==> src/rtl/ram_port_arbiter_pkg.sv <==
`default_nettype none
// ram_port_arbiter_pkg -- shared defaults, port indices and read-tag type for the RAM port arbiter.
// Revision 1.0
package ram_port_arbiter_pkg;

  localparam int ADDR_W_DEF  = 10;
  localparam int DATA_W_DEF  = 32;
  localparam int BURST_CNT_W = 4;

  localparam logic PORT_CPU  = 1'b0;
  localparam logic PORT_DISP = 1'b1;

  typedef struct packed {
    logic valid;
    logic port;
  } rd_tag_t;

  localparam rd_tag_t RD_TAG_IDLE = '{valid: 1'b0, port: 1'b0};

  // A change of owner restarts the burst; staying with the owner counts up and saturates.
  function automatic logic [BURST_CNT_W-1:0] next_burst_cnt(
    input logic                   owner_changed,
    input logic [BURST_CNT_W-1:0] cnt,
    input logic [BURST_CNT_W-1:0] cnt_max
  );
    if (owner_changed) return BURST_CNT_W'(1);
    if (cnt >= cnt_max) return cnt_max;
    return cnt + BURST_CNT_W'(1);
  endfunction

endpackage
`default_nettype wire

==> src/rtl/ram_port_arbiter_rd_tag_pipe.sv <==
`default_nettype none
// rd_tag_pipe -- RD_LATENCY-stage shift register of read tags, cleared asynchronously.
// Revision 1.0
module rd_tag_pipe
  import ram_port_arbiter_pkg::*;
#(
  parameter int RD_LATENCY = 1
) (
  input  logic    clk,
  input  logic    reset,
  input  rd_tag_t tag_in,
  output rd_tag_t tag_out
);

  rd_tag_t stage [RD_LATENCY];

  always_ff @(posedge clk or posedge reset) begin
    if (reset) begin
      for (int i = 0; i < RD_LATENCY; i++) begin
        stage[i] <= RD_TAG_IDLE;
      end
    end else begin
      stage[0] <= tag_in;
      for (int i = 1; i < RD_LATENCY; i++) begin
        stage[i] <= stage[i-1];
      end
    end
  end

  assign tag_out = stage[RD_LATENCY-1];

endmodule
`default_nettype wire

==> src/rtl/ram_port_arbiter.sv <==
`default_nettype none
// ram_port_arbiter -- round-robin, burst-bounded sharing of a single-port RAM between two requesters.
// Revision 1.0. Optional grant/conflict counters are built when RAM_ARB_STATS_EN is defined.
module ram_port_arbiter
  import ram_port_arbiter_pkg::*;
#(
  parameter int ADDR_W     = ADDR_W_DEF,
  parameter int DATA_W     = DATA_W_DEF,
  parameter int RD_LATENCY = 1,
  parameter int MAX_BURST  = 4
) (
  input  logic              clk,
  input  logic              reset,
  input  logic              p0_req,
  input  logic              p0_we,
  input  logic [ADDR_W-1:0] p0_addr,
  input  logic [DATA_W-1:0] p0_wdata,
  output logic              p0_gnt,
  output logic              p0_rvalid,
  output logic [DATA_W-1:0] p0_rdata,
  input  logic              p1_req,
  input  logic              p1_we,
  input  logic [ADDR_W-1:0] p1_addr,
  input  logic [DATA_W-1:0] p1_wdata,
  output logic              p1_gnt,
  output logic              p1_rvalid,
  output logic [DATA_W-1:0] p1_rdata,
  output logic              ram_we,
  output logic [ADDR_W-1:0] ram_addr,
  output logic [DATA_W-1:0] ram_dina,
  input  logic [DATA_W-1:0] ram_douta
`ifdef RAM_ARB_STATS_EN
  ,
  output logic [15:0]       stat_p0_grants,
  output logic [15:0]       stat_p1_grants,
  output logic [15:0]       stat_conflicts
`endif
);

  localparam logic [BURST_CNT_W-1:0] BURST_MAX = BURST_CNT_W'(MAX_BURST);

  logic                   last_owner;
  logic [BURST_CNT_W-1:0] burst_cnt;
  logic                   gnt_any;
  logic                   gnt_port;
  logic                   hold_burst;
  rd_tag_t                tag_in;
  rd_tag_t                tag_out;

  // burst_cnt == 0 means the previous cycle was idle, so a tie falls to the other port.
  assign hold_burst = (burst_cnt != '0) && (burst_cnt < BURST_MAX);

  always_comb begin
    gnt_any  = 1'b0;
    gnt_port = PORT_CPU;
    if (!reset) begin
      if (p0_req && p1_req) begin
        gnt_any  = 1'b1;
        gnt_port = hold_burst ? last_owner : ~last_owner;
      end else if (p0_req) begin
        gnt_any  = 1'b1;
        gnt_port = PORT_CPU;
      end else if (p1_req) begin
        gnt_any  = 1'b1;
        gnt_port = PORT_DISP;
      end
    end
  end

  assign p0_gnt = gnt_any && (gnt_port == PORT_CPU);
  assign p1_gnt = gnt_any && (gnt_port == PORT_DISP);

  always_comb begin
    ram_we   = 1'b0;
    ram_addr = '0;
    ram_dina = '0;
    if (gnt_any) begin
      if (gnt_port == PORT_DISP) begin
        ram_we   = p1_we;
        ram_addr = p1_addr;
        ram_dina = p1_wdata;
      end else begin
        ram_we   = p0_we;
        ram_addr = p0_addr;
        ram_dina = p0_wdata;
      end
    end
  end

  always_ff @(posedge clk or posedge reset) begin
    if (reset) begin
      last_owner <= PORT_DISP;
      burst_cnt  <= '0;
    end else if (gnt_any) begin
      last_owner <= gnt_port;
      burst_cnt  <= next_burst_cnt(gnt_port != last_owner, burst_cnt, BURST_MAX);
    end else begin
      burst_cnt  <= '0;
    end
  end

  assign tag_in.valid = gnt_any && !ram_we;
  assign tag_in.port  = gnt_port;

  rd_tag_pipe #(
    .RD_LATENCY (RD_LATENCY)
  ) u_rd_tag_pipe (
    .clk     (clk),
    .reset   (reset),
    .tag_in  (tag_in),
    .tag_out (tag_out)
  );

  // The RAM itself returns douta; the tag only steers it to the issuing port.
  assign p0_rvalid = tag_out.valid && (tag_out.port == PORT_CPU);
  assign p1_rvalid = tag_out.valid && (tag_out.port == PORT_DISP);
  assign p0_rdata  = p0_rvalid ? ram_douta : '0;
  assign p1_rdata  = p1_rvalid ? ram_douta : '0;

`ifdef RAM_ARB_STATS_EN
  always_ff @(posedge clk or posedge reset) begin
    if (reset) begin
      stat_p0_grants <= '0;
      stat_p1_grants <= '0;
      stat_conflicts <= '0;
    end else begin
      if (p0_gnt) stat_p0_grants <= stat_p0_grants + 16'd1;
      if (p1_gnt) stat_p1_grants <= stat_p1_grants + 16'd1;
      if (p0_req && p1_req) stat_conflicts <= stat_conflicts + 16'd1;
    end
  end
`endif

endmodule
`default_nettype wire

==> config.mk <==
export PLATFORM = sky130hd
export DESIGN_NAME = ram_port_arbiter
export DESIGN_NICKNAME = d
export VERILOG_FILES = /design/src/rtl/ram_port_arbiter_pkg.sv /design/src/rtl/ram_port_arbiter_rd_tag_pipe.sv /design/src/rtl/ram_port_arbiter.sv
export SDC_FILE = /design/constraint.sdc
export NUM_CORES = 1
export LEC_CHECK = 0
export BUFFER_PORTS_ARGS = -buffer_cell sky130_fd_sc_hd__buf_4
export CELL_PAD_IN_SITES_DETAIL_PLACEMENT = 0
export CELL_PAD_IN_SITES_GLOBAL_PLACEMENT = 1
export CORE_ASPECT_RATIO = 0.5
export CORE_MARGIN = 1
export CORE_UTILIZATION = 21
export CTS_BUF_LIST = sky130_fd_sc_hd__clkbuf_4 sky130_fd_sc_hd__clkbuf_8
export CTS_CLUSTER_SIZE = 40
export DETAILED_ROUTE_END_ITERATION = 8
export GPL_ROUTABILITY_DRIVEN = 1
export PLACE_DENSITY = 0.79
export SLEW_MARGIN = 0
export SYNTH_ARGS = -nofsm -noshare
export SYNTH_HDL_FRONTEND = slang
export SYNTH_HIERARCHICAL = 1
export SYNTH_SLANG_ARGS = --single-unit
==> constraint.sdc <==
create_clock -name clk -period 2.2 [get_ports clk]
set_input_delay 0 -clock clk [delete_from_list [all_inputs] [get_ports clk]]
set_output_delay 0 -clock clk [all_outputs]
set_load 0.01 [all_outputs]
# Word-level counts from Yosys, hierarchy flattened
# Cells that the tools add are included.
# W data, S select, Z words.
# word_totals
register_bits	7
input_bits	122
output_inout_bits	111
word_cells	46
# op_classes
add_sub_neg	1
n_lt_le_gt_ge	2
n_eq_ne	1
n_mux	26
bitwise	3
reduce_logical	9
# op_table
operator	n
$mux W32	4
$mux W10	2
$mux W4	5
$mux W1	15
$logic_and A1 B1 Y1	7
$add A4 B1 Y4 const B	1
$ge A4 B3 Y1 const B	1
$lt A4 B3 Y1 const B	1
$reduce_bool A4 Y1	1
$not A1 Y1	3
$logic_not A1 Y1	1
$ne A1 B1 Y1	1

# Longest topological paths before layout
# logic_depth
ltp_word	13
depth_mapped	7
ltp_nobuf	5

# Cells and area by module
# The synthesis kept the hierarchy.
# by_module_without_submodules
module	n_inst	cells_each	area_each_um2	seq_area_each_um2
ram_port_arbiter	1	297	2023.2	126.4
rd_tag_pipe	1	3	53.8	50.0

# Worst setup path after synthesis
# No wires, ideal clock.
# synth_timing
kind	reg2reg
start	reg burst_cnt[0]
end	reg last_owner
setup_ns	0.083
t_arrival_ns	1.689
t_required_ns	2.117
setup_slack_ns	0.427
stages_incl_launch_ff	8
path_buffers	2
period_less_slack_ns	1.773
path_cell_list	dfrtp_1 > inv_1 > ha_1 > or3_1 > buf_2 > buf_6 > o21a_1 > a221o_1
# synth_via
elab_chain_cells	5
elab_cells_between_ends	6
classes_between	order compare (1); mux (3); reduce/logical (2)
# synth_rtl
element	line_no	source
from (decl)	ram_port_arbiter.sv:43	logic [BURST_CNT_W-1:0] burst_cnt;
from (signal assigned)	ram_port_arbiter.sv:96	burst_cnt <= next_burst_cnt(gnt_port != last_owner, burst_cnt, BURST_MAX);
$lt A4 B3 Y1 / $reduce_bool A4 Y1 (equally long branches)	ram_port_arbiter.sv:51	assign hold_burst = (burst_cnt != '0) && (burst_cnt < BURST_MAX);
$logic_and A1 B1 Y1 (*)	ram_port_arbiter.sv:51	
$mux W1 (*)	ram_port_arbiter.sv:59	gnt_port = hold_burst ? last_owner : ~last_owner;
$mux W1 (*)	ram_port_arbiter.sv:57	if (p0_req && p1_req) begin
$mux W1 (*)	ram_port_arbiter.sv:56	if (!reset) begin
to (signal assigned)	ram_port_arbiter.sv:95	last_owner <= gnt_port;
to (decl)	ram_port_arbiter.sv:42	logic last_owner;
# Mark *: on every way between the ends. The rest lies on a longest branch, timed or not.
# A chain may end at the register's enable or synchronous reset.

# Worst setup path after layout
# layout_timing
start	reg burst_cnt[0]
end	out ram_addr[8]
# layout_via
elab_chain_cells	7
elab_cells_between_ends	8
classes_between	order compare (1); mux (5); reduce/logical (2)
# layout_rtl
element	line_no	source
$lt A4 B3 Y1 / $reduce_bool A4 Y1 (equally long branches)	ram_port_arbiter.sv:51	
$logic_and A1 B1 Y1 (*)	ram_port_arbiter.sv:51	
$mux W1 (*)	ram_port_arbiter.sv:59	
$mux W1 (*)	ram_port_arbiter.sv:57	
$mux W1 (*)	ram_port_arbiter.sv:56	
$mux W10 (*)	ram_port_arbiter.sv:78	if (gnt_port == PORT_DISP) begin
$mux W10 (*)	ram_port_arbiter.sv:77	if (gnt_any) begin
to (decl)	ram_port_arbiter.sv:29	output logic [ADDR_W-1:0] ram_addr,
# Marks and branches as above.

==> metrics.md <==
| Metric | Value |
|---|---|
| Outcome | `finished clean` |
| Nets@finish | `624` |
| Clock Tree Root | `clkbuf_8` |
| Final hold vios | `0` |
| Yosys top cell by area | `o2111ai_1` |
| Clk slew on worst S/H paths | `0.04 ns` |
| Drt first-iter violations | `300` |
| Most frequent cell after synthesis | `clkbuf_1` |
| Core area | `9510 sq um` |
| Port bufs | `232` |
| Crit share post-route | `0.951` |
| Skew-Pair Late Insertion Delay | `~0.23 ns` |
| Top delay family on crit path | `buffers and inverters` |
| GRT Util Overall | `0.184` |
| Gr ovfl total | `0` |
| DR DRC count | `0` |
| Max-Cap Viols | `0` |
| H-tree lvl count | `1` |
| Area Overhead vs Synth | `94.5%` |
| Syn_area_per_cell | `6.92 sq um` |
| Vias in the first global route | `2921` |
| Minimum clock period | `2.09 ns` |
| Area contributors post-synth | `o2111ai_1 19%, o311ai_0 16%, a21oi_1 11%` |
| Die H | `72.3 um` |
| HPWL after detailed placement | `7340 um` |
| Area taken by multi-input logic gates | `around 1600 sq um` |
| Hold-critical path endpoint | `u_rd_tag_pipe/tag_out[1]` |
| Row count | `25` |
| RR Startpoint | `burst_cnt[0]` |
| Number of synthesized register bits | `7` |
| WP data required | `2.20 ns` |
| Critical Path Slowest Stage Cell | `dfrtp_1` |
| Post-synthesis cell area | `between 2000 and 2500 sq um` |
| CTS tree | `yes` |
| Total Wirelength | `10600 um` |
| HP Start | `p1_we` |
| Worst VDD drop | `173 uV` |
| Clock Sink Count | `7` |
| Max Slew Vio Count | `0` |
| R2R Setup Slk | `0.36 ns` |
| WHS Path Cells | `4` |
| Max Clock Skew | `0.00415 ns` |
| TritonRoute pass-1 iters | `6` |
| Synth Flop Type | `dfrtp_1` |
| Worst slew pin tran | `0.740 ns` |
| Post-synth top area share | `0.186` |
| TNS Setup | `0 ns` |
| Final worst slack | `~0.11 ns` |
| Crit Path Class | `reg -> out` |
| Critical Path End Type | `output pin` |
| Power Density | `around 350 nW/um^2` |
| Pre-CTS WS | `0.238 ns` |
| Worst reg2reg path depth | `8` |
| Number of antenna diodes | `0` |
| Share of cells above drive strength 1 | `0.523` |
| Cell variety after synth | `32` |
| Post-Syn Nets | `424` |
| Slew margin rel. | `0.506` |
| Synth warn | `6` |
| Post-synth top cells | `47 x clkbuf_1, 44 x a21oi_1, 44 x o2111ai_1, 37 x o311ai_0, 33 x and2_1` |
| Post-synth EDFFs | `0` |
| Initial antenna violation count | `0` |
| Die Area | `10300 sq um` |
| Async SR Flop Fraction | `1.00` |
| Starting Density | `0.218` |
| Filler cells | `996` |
| Class of the worst hold path | `in -> reg` |
| Cells along the critical path | `inv_1 > ha_2 > buf_4 > o311ai_4 > buf_6 > buf_12 > o2111ai_1 > a21oi_1 > buf_4` |
| TritonCTS Buffers | `3` |
| CP max FO | `15` |
| Largest net degree at the start of global routing | `between 50 and 60` |
| Bufs on Longest Clock Path | `2` |
| Die Width | `143 um` |
| Via/cell ratio | `5.30` |
| CP startpoint | `burst_cnt[0]` |
| Sequential-to-total area share from yosys stat | `0.0849` |
| CP max stage delay | `0.35 ns` |
| Static Leak | `1.96 nW` |
| DR WL/cell | `16.7 um` |
| Fmax | `roughly 480 MHz` |
| Seq. cell area | `176 sq um` |
| CP arrival | `approximately 2.1 ns` |
| Vias | `3362` |
| Crit-path most repeated cell | `buf_4` |
| Post-route ant nets | `0` |
| IO Pins | `233` |
| CP bufs+invs | `5` |
| RD Place Congestion | `0.746` |
| Final setup vio count | `0` |
| Crit path launch type | `flop` |
| Cells after Synth | `300` |
| Critical R2R Capture | `u_rd_tag_pipe/tag_out[1]` |
| Global-route wire length before repair | `15500 um` |
==> through the flow <==
stage / power, W / hold slack (ns) / std cells / instance area [sq um] / utilization
6_report: 0.00141 / 0.0970 / 634 / 4040 / 0.425
2_1_floorplan: 0.000675 / -0.259 / 300 / 2080 / -
3_3_place_gp: 0.00118 / 0.122 / 625 / 3930 / 0.413
4_1_cts: 0.00137 / 0.0974 / 631 / 3990 / 0.420
5_1_grt: 0.00151 / 0.114 / 634 / 4040 / 0.425
3_5_place_dp: 0.00118 / 0.120 / 625 / 3930 / 0.413
==> cell usage in the layout, fill, tap and decap left out, types with 4 or more instances in the layout <==
master,synthesis,routed
buf_4,0,243
o2111ai_1,44,44
a21oi_1,44,44
and2_1,33,33
and3_1,32,32
o311ai_0,37,30
o311ai_1,7,14
inv_1,7,7
dfrtp_1,6,6
nor3_1,5,5
buf_12,0,5
nand2_1,4,4
==> state kept, by name, indices dropped and copies added, names as in the netlist <==
| signal | count |
|---|---|
| burst_cnt | 4 |
| last_owner | 1 |
| u_rd_tag_pipe/tag_out | 2 |
==> cells by family after synthesis <==
kind of cell	count (synthesis)	synth area share
buf+inv	64	0.127
simple gates	82	0.243
flops	7	0.0849
other cells	1	0.00181
compound gates	144	0.531
fa+ha+maj	2	0.0120
==> per-layer routing <==
layer | part of all wire | wire length (um) | global-route usage | up-vias
li1 | - | - | - | 1620
met1 | 0.42 | 4450 | 0.229 | 1547
met2 | 0.50 | 5250 | 0.338 | 173
met3 | 0.064 | 677 | 0.0277 | 22
met4 | 0.019 | 202 | 0.0418 | 0
met5 | 0 | 0 | 0 | -
==> power breakdown <==
part	switching (W)	internal [W]
logic	0.000545	0.000511
clock network	0.0000592	0.000123
registers	0.0000255	0.000147
total	0.000630	0.000781
==> timing repair <==
item,in CTS,in global routing
setup buffers,1,2
resized for setup,1,9
setup endpoints to repair,7,41
hold endpoints to repair,6,0
pin swaps,1,5
hold buffers,1,0
gates cloned,0,1
==> how the worst max path moves through the flow <==
| stage | cells past startpoint | slack [ns] | to |
|---|---|---|---|
| 3_5_place_dp | 7 | 0.24 | ram_we |
| 6_report | 9 | 0.11 | ram_addr[8] |
| 4_1_cts | 8 | 0.06 | ram_dina[16] |
| 3_3_place_gp | 7 | 0.24 | ram_we |
| 5_1_grt | 9 | -0.01 | ram_dina[28] |
| 2_1_floorplan | 7 | 0.43 | last_owner |
==> final cells by class <==
cell class,count,area share
Clock buffer,3,0.0102
Clock inverter,1,0.00124
Inverter,8,0.00743
Multi-Input combinational cell,229,0.408
Sequential cell,7,0.0437
Tap cell,135,0.0418
Timing Repair Buffer,251,0.488
==> tightest hold or removal path: stages <==
cell and delay (ns):
buf_4 0.09, inv_1 0.03, o2111ai_1 0.06, a21oi_1 0.09
Note: power is estimated with default switching activity, not from simulation.
